[config.mk]
export PLATFORM = sky130hd
export DESIGN_NAME = bpred_ctrl
export DESIGN_NICKNAME = d
export VERILOG_FILES = /design/src/rtl/cpu_types_pkg.sv /design/src/rtl/bpred_ctrl_sat_counter2.sv /design/src/rtl/bpred_ctrl.sv
export SDC_FILE = /design/constraint.sdc
export NUM_CORES = 2
export LEC_CHECK = 0
export CORE_UTILIZATION = 45
export DETAILED_ROUTE_END_ITERATION = 6
export HOLD_SLACK_MARGIN = 0.03
export RECOVER_POWER = 25
export SLEW_MARGIN = 20
export SYNTH_ARGS = -nofsm -noshare
export SYNTH_HDL_FRONTEND = slang
export SYNTH_SLANG_ARGS = --single-unit
[constraint.sdc]
create_clock -name CLK -period 6.75 [get_ports CLK]
set_input_delay 1.6875 -clock CLK [delete_from_list [all_inputs] [get_ports CLK]]
set_output_delay 1.6875 -clock CLK [all_outputs]
set_load 0.02 [all_outputs]
[src/rtl/cpu_types_pkg.sv]
// Shared types and sizing for the branch predictor controller.
//   BPRED_IDX_W / BPRED_TAG_W : table index width and stored tag width
//   BPRED_ENTRIES             : number of table entries
//   bpred_state_t             : controller FSM states (IDLE, CLEAR)
//   bpred_ctr_t               : 2-bit saturating direction counter encoding
package cpu_types_pkg;

    localparam int BPRED_IDX_W   = 4;
    localparam int BPRED_TAG_W   = 26;
    localparam int BPRED_ENTRIES = 1 << BPRED_IDX_W;

    typedef enum logic {
        IDLE  = 1'b0,
        CLEAR = 1'b1
    } bpred_state_t;

    typedef enum logic [1:0] {
        STRONG_NT = 2'b00,
        WEAK_NT   = 2'b01,
        WEAK_T    = 2'b10,
        STRONG_T  = 2'b11
    } bpred_ctr_t;

    // 16-bit statistics increment that sticks at all-ones.
    function automatic logic [15:0] sat_inc16(input logic [15:0] v);
        return (v == 16'hFFFF) ? v : v + 16'd1;
    endfunction

endpackage

[src/rtl/bpred_ctrl_sat_counter2.sv]
// Next-value logic for a 2-bit saturating direction counter.
//   cur   : present counter value
//   taken : resolved outcome (1 = count up, 0 = count down)
//   next  : counter value after applying the outcome
module sat_counter2
    import cpu_types_pkg::*;
(
    input  logic [1:0] cur,
    input  logic       taken,
    output logic [1:0] next
);

    always_comb begin
        next = cur;
        if (taken) begin
            if (cur != STRONG_T) begin
                next = cur + 2'd1;
            end
        end else begin
            if (cur != STRONG_NT) begin
                next = cur - 2'd1;
            end
        end
    end

endmodule

[src/rtl/bpred_ctrl.sv]
// Direct-mapped branch predictor: 16 entries of {valid, tag, target, 2-bit
// counter}, combinational lookup, single-port update from the MEM stage,
// a 16-cycle table clear sequence and saturating branch statistics.
//   CLK, nRST          : rising-edge clock, async active-low reset
//   pc                 : fetch PC to look up
//   pred_taken         : lookup hit with a taken-leaning counter
//   pred_target        : predicted target, zero when not predicting taken
//   upd_*              : resolved branch (valid, advance, pc, outcome, target,
//                        mispredict flag)
//   clear_req          : start invalidating the whole table
//   busy               : clear in progress
//   branch_cnt         : applied updates (saturating)
//   mispred_cnt        : applied updates flagged as mispredicts (saturating)
//
// state | meaning
// IDLE  | lookups and updates active, waiting for clear_req
// CLEAR | invalidating one entry per cycle, updates dropped, no predictions
module bpred_ctrl
    import cpu_types_pkg::*;
(
    input  logic        CLK,
    input  logic        nRST,
    input  logic [31:0] pc,
    output logic        pred_taken,
    output logic [31:0] pred_target,
    input  logic        upd_valid,
    input  logic        upd_en,
    input  logic [31:0] upd_pc,
    input  logic        upd_taken,
    input  logic [31:0] upd_target,
    input  logic        upd_mispredict,
    input  logic        clear_req,
    output logic        busy,
    output logic [15:0] branch_cnt,
    output logic [15:0] mispred_cnt
);

    logic [BPRED_ENTRIES-1:0] valid_q;
    logic [BPRED_TAG_W-1:0]   tag_q    [BPRED_ENTRIES];
    logic [31:0]              target_q [BPRED_ENTRIES];
    logic [1:0]               ctr_q    [BPRED_ENTRIES];

    bpred_state_t             state_q;
    logic [BPRED_IDX_W-1:0]   clr_idx_q;
    logic                     busy_q;

    // Two low PC bits are always zero for aligned instructions.
    logic                     unused_pc_bits;
    assign unused_pc_bits = ^{pc[1:0], upd_pc[1:0]};

    // ---------------- lookup ----------------
    logic [BPRED_IDX_W-1:0] lk_idx;
    logic [BPRED_TAG_W-1:0] lk_tag;
    logic                   lk_hit;

    assign lk_idx = pc[5:2];
    assign lk_tag = pc[31:6];
    assign lk_hit = (state_q == IDLE) && valid_q[lk_idx] && (tag_q[lk_idx] == lk_tag);

    assign pred_taken  = lk_hit && ctr_q[lk_idx][1];
    assign pred_target = pred_taken ? target_q[lk_idx] : 32'h0;

    // ---------------- update ----------------
    logic [BPRED_IDX_W-1:0] upd_idx;
    logic [BPRED_TAG_W-1:0] upd_tag;
    logic                   upd_hit;
    logic                   upd_fire;
    logic [1:0]             ctr_next;
    logic [1:0]             ctr_wr;

    assign upd_idx = upd_pc[5:2];
    assign upd_tag = upd_pc[31:6];
    assign upd_hit = valid_q[upd_idx] && (tag_q[upd_idx] == upd_tag);

    // A same-cycle clear request wins over the update.
    assign upd_fire = upd_valid && upd_en && (state_q == IDLE) && !clear_req;

    sat_counter2 u_sat (
        .cur   (ctr_q[upd_idx]),
        .taken (upd_taken),
        .next  (ctr_next)
    );

    // A taken branch that misses allocates the entry fresh as weakly taken
    // instead of inheriting the evicted branch's history.
    assign ctr_wr = (upd_taken && !upd_hit) ? WEAK_T : ctr_next;

    // ---------------- FSM ----------------
    always_ff @(posedge CLK or negedge nRST) begin
        if (!nRST) begin
            state_q   <= IDLE;
            clr_idx_q <= '0;
            busy_q    <= 1'b0;
        end else begin
            case (state_q)
                IDLE: begin
                    if (clear_req) begin
                        state_q   <= CLEAR;
                        clr_idx_q <= '0;
                        busy_q    <= 1'b1;
                    end
                end
                CLEAR: begin
                    clr_idx_q <= clr_idx_q + 1'b1;
                    if (clr_idx_q == {BPRED_IDX_W{1'b1}}) begin
                        state_q <= IDLE;
                        busy_q  <= 1'b0;
                    end
                end
                default: begin
                    state_q <= IDLE;
                    busy_q  <= 1'b0;
                end
            endcase
        end
    end

    assign busy = busy_q;

    // ---------------- table ----------------
    // Tags and targets are left stale by a clear; valid=0 masks them.
    always_ff @(posedge CLK or negedge nRST) begin
        if (!nRST) begin
            valid_q <= '0;
            for (int i = 0; i < BPRED_ENTRIES; i++) begin
                tag_q[i]    <= '0;
                target_q[i] <= '0;
                ctr_q[i]    <= WEAK_NT;
            end
        end else if (state_q == CLEAR) begin
            valid_q[clr_idx_q] <= 1'b0;
            ctr_q[clr_idx_q]   <= WEAK_NT;
        end else if (upd_fire) begin
            ctr_q[upd_idx] <= ctr_wr;
            if (upd_taken) begin
                valid_q[upd_idx]  <= 1'b1;
                tag_q[upd_idx]    <= upd_tag;
                target_q[upd_idx] <= upd_target;
            end
        end
    end

    // ---------------- statistics ----------------
    always_ff @(posedge CLK or negedge nRST) begin
        if (!nRST) begin
            branch_cnt  <= '0;
            mispred_cnt <= '0;
        end else if (upd_fire) begin
            branch_cnt <= sat_inc16(branch_cnt);
            if (upd_mispredict) begin
                mispred_cnt <= sat_inc16(mispred_cnt);
            end
        end
    end

endmodule
==> reports/results.md <==
| Step | Quantity | Reported |
| --- | --- | --- |
| status | Run status | finished, violations left |
| setup path | Number of buffers and inverters on the critical path | 7 |
| clock tree | Clock transition at the registers of the reported paths | 0.06 ns |
| yosys | Yosys warns | 0 |
| setup path | Crit path largest cell delay | 0.51 ns |
| timing | Count of endpoints failing hold in the final timing report | 0 |
| setup path | FF-to-FF setup slack | 2.90 ns |
| floorplan | Die extent in y | 336 um |
| detailed routing | Remaining antenna violation count after routing | 0 |
| global routing | Tot GR Track Use | 0.262 |
| yosys | Post-Synthesis Net Count | 3579 |
| power | Combinational Power Share | 0.102 |
| setup path | Worst path depth | 13 |
| timing | Post-route worst hold slack | 0.497 ns |
| setup path | Critical Path End Type | primary output |
| setup path | Crit Reg-Reg Endpoint | target_q[128] |
| timing | Unrepaired setup endpoints after global routing | yes |
| yosys | Post-synthesis cell type count | 64 |
| power | Total internal power | 10.8 mW |
| floorplan | Starting utilization of the core area | 0.454 |
| floorplan | Area inside the core boundary | 111000 um^2 |
| timing | Max Freq | 0.150 GHz |
| worst hold path | Type of the worst min-delay path | reg2reg |
| cells and area | Net total in the final layout | 3681 |
| setup path | Crit-path cells | buf_12 > buf_12 > buf_4 > mux4_2 > mux4_2 > xor2_1 > nor4_4 > buf_4 > nand4_1 > buf_6 > nor2b_1 > buf_4 > clkdlybuf4s15_1 |
| status | Violated checks | capacitance limit, slew limit |
| floorplan | Die X | 336 um |
| placed design | # port buffers | 164 |
| setup path | Top cell by count, worst path | buf_4 |
| floorplan | Full die area | 113000 um^2 |
| power | Sequential cell fraction of total power | 0.455 |
| yosys | Syn avg cell area | 14.5 um^2 |
| flow run | Max-cap violations | 6 |
| detailed routing | Total wire length | 145 mm |
| setup path | Launching element of the worst setup path | pc[2] |
| clock tree | Htree depth | 3 |
| setup path | Critical Path RT | 5.06 ns |
| timing | Transition time at the pin with the least slew margin | 3.07 ns |
| placed design | Gpl congestion | 0.889 |
| setup path | Worst R2R Path Depth | 8 |
| floorplan | I/O pins | 169 |
| detailed routing | Via density per instance | 6.13 |
| timing | Setup skew after layout | 0.0203 ns |
| timing | Max-slew violations | 455 |
| power | VDD IR-drop max | 0.203 mV |
| setup path | Crit-path slowest cell | mux4_2 |
| detailed routing | Pre-Repair DR Iteration Count | 6 |
| clock tree | Clk root buf | clkbuf_16 |
| timing | Total setup violations reported at the end of the flow | 0 |
| detailed routing | DRC | 0 |
| yosys | Primary FF master, synth | dfrtp_1 |
| cells and area | Filler-free cell count of the finished design | 5165 |
| yosys | Cell area after technology mapping | 50300 um^2 |
| setup path | Arrival time of the worst setup path | 4.99 ns |
| detailed routing | Vias | 31639 |
| clock tree | Clk Latency, worst-skew pair | 0.71 ns |
| setup path | Largest fanout of any net on the critical path | 12 |
| power | Net switching share of the total power | 0.249 |
| global routing | Vias in the first global route | 33965 |
| yosys | Post-synth EDFFs | 0 |
| placed design | Half-perimeter wire length after placement | 88.8 mm |
| yosys | Fraction of post-synthesis cell area in the top cell type by area | 0.497 |
| power | Power per cell area | 249 nW/um^2 |
| global routing | Antenna violations before repair | 13 |
| timing | Final Cycle Share | 0.989 |
| power | Static leakage power | 27.0 nW |
| placed design | Cell count after placement | 4945 |
| global routing | Aggregate global routing overflow | 0 |
| detailed routing | WL/cell | 28.1 um |
| cells and area | Most common library cell in the layout ignoring fill and taps | dfrtp_1 |
| clock tree | CTS tree | done |
| cells and area | Final Util | 0.523 |
| cells and area | Most frequent cells in the layout | dfrtp_1, mux2_2, mux4_2, nand2_1, o21ai_0 |
| setup path | Critical R2R Launch | state_q |
| setup path | Type of the worst setup path | in2out |
| clock tree | Maximum number of buffers from clock root to sink | 3 |
| setup path | Dominant delay contributor by cell family on the critical path | buffers and inverters |
| clock tree | Total clock buffers created by CTS | 111 |
| setup path | Capturing instance or port of the critical path | pred_target[17] |
| placed design | Placed Instance Area | 54100 um^2 |
| yosys | Gate Count Post-Synth | 3470 |
| power | Fraction of power consumed by the clock network | 0.444 |
| yosys | Sequential area share after synthesis | 0.505 |
| detailed routing | Count of routing violations after the opening detailed-route iteration | 2628 |
| yosys | Register bit total from synthesis | 1014 |
| power | Net switching power figure | 3.59 mW |
| global routing | Largest net degree at the start of global routing | 135 |
| cells and area | Fraction of layout instances using a drive strength above 1 | 0.443 |
| timing | Crit path time final | 6.68 ns |
| clock tree | Count of clock tree sinks | 1014 |
| yosys | Cell types with the largest area share after synthesis | dfrtp_1, mux2_2, mux4_2, mux2i_1, clkbuf_1 |
| yosys | Proportion of synthesized flip-flops having asynchronous set or reset | 1.00 |
| timing | Slew headroom | -1.05 |
| global routing | Wire length of the first global-routing pass | 222 mm |
| setup path | Startpoint Class | input port |
| cells and area | Syn-to-layout area delta | 15.1% |
| floorplan | Rows | 122 |
| yosys | Library cell with the largest summed area after synthesis | dfrtp_1 |
| cells and area | Final design instance area without fill | 57900 um^2 |
power by group through the flow:
stage,sequential (mW),combinational [mW],clock (mW)
floorplan,6.61,0.898,0
global placement,6.63,1.43,0
detailed placement,6.66,1.47,0
CTS,6.55,1.48,6.54
global route,6.59,1.58,6.79
finish,6.56,1.47,6.40
per-stage QoR:
step	power [mW]	worst slack, ns	TNS, ns
3_5_place_dp	8.13	-0.734	-22.33
4_1_cts	14.6	0.0000444	0
6_report	14.4	0.0733	0
2_1_floorplan	7.51	0.466	0
5_1_grt	15.0	-0.0535	-0.142
3_3_place_gp	8.06	-0.724	-22.71
state kept, by name, summed over array words and instances, names as in the netlist:
register,cells
target_q,512
tag_q,416
ctr_q,32
branch_cnt,16
mispred_cnt,16
valid_q,16
clr_idx_q,4
busy,1
state_q,1
worst min-delay path by stage:
| stage | start | endpoint | slack (ns) | depth (start not counted) |
|---|---|---|---|---|
| 5_1_grt | target_q[119] | target_q[119] | 0.50 | 1 |
| 6_report | target_q[119] | target_q[119] | 0.50 | 1 |
| 2_1_floorplan | tag_q[253] | tag_q[253] | 0.46 | 2 |
| 4_1_cts | target_q[119] | target_q[119] | 0.50 | 1 |
| 3_5_place_dp | target_q[318] | target_q[318] | 0.49 | 1 |
| 3_3_place_gp | tag_q[157] | tag_q[157] | 0.48 | 2 |
worst register-to-register path: stages, from the launching register on:
cell and delay (ns):
dfrtp_1 0.36, buf_4 0.25, nor2_1 0.41, nand3_1 0.40, nor2_1 0.47, buf_4 0.30, nand3_4 0.67, buf_12 0.54
mux2_2 0.33
logic make-up (layout without fill, tap and decap cells):
kind of cell    Yosys count  in the layout  share of synthesized area
buf+inv                 357            554                     0.0302
flops                  1014           1014                      0.505
xor+xnor                 85             85                     0.0148
compound gates          288            288                     0.0359
mux                    1300           1300                      0.373
other cells               0             10                          0
fa+ha+maj                 6              6                    0.00149
simple gates            420            420                     0.0399
per-layer routing:
| layer | share of wire | routed length [um] | track usage |
|---|---|---|---|
| met1 | 0.43 | 62100 | 0.362 |
| met2 | 0.48 | 69600 | 0.420 |
| met3 | 0.056 | 8090 | 0.0408 |
| met4 | 0.034 | 5000 | 0.0906 |
| met5 | 0.00033 | 48 | 0 |
area by class of cell:
cell class | count | area (um^2)
Fill cell | 9073 | 52800
Sequential cell | 1014 | 25400
Multi-Input combinational cell | 2099 | 23600
Clock buffer | 162 | 3340
Timing Repair Buffer | 315 | 2960
Tap cell | 1488 | 1860
Clock inverter | 46 | 556
Inverter | 31 | 116
Antenna cell | 10 | 25.0
timing repair:
action	in CTS	in global routing
pin swaps	1	0
cloned	0	0
setup endpoints to repair	33	28
hold endpoints to repair	0	0
setup buffers	2	0
gates resized for setup	51	45
hold buffers	0	0
Yosys cell counts (all sizes together) (7+ instances only):
cell and count:
dfstp 16, o21ai 144, inv 27, nor3 10
and2 8, o22ai 13, a22oi 20, xor2 38
and3 11, mux4 374, dfrtp 998, and3b 7
a21oi 22, a21boi 8, nor2 41, nand2b 11
buf 91, nand3 74, nand4 8, a22o 10
xnor2 47, mux2 830, nor2b 41, mux2i 96
nand2 187, o31ai 18, a31oi 12, clkbuf 235
nor4 8
Note: power is estimated with default switching activity, not from simulation.
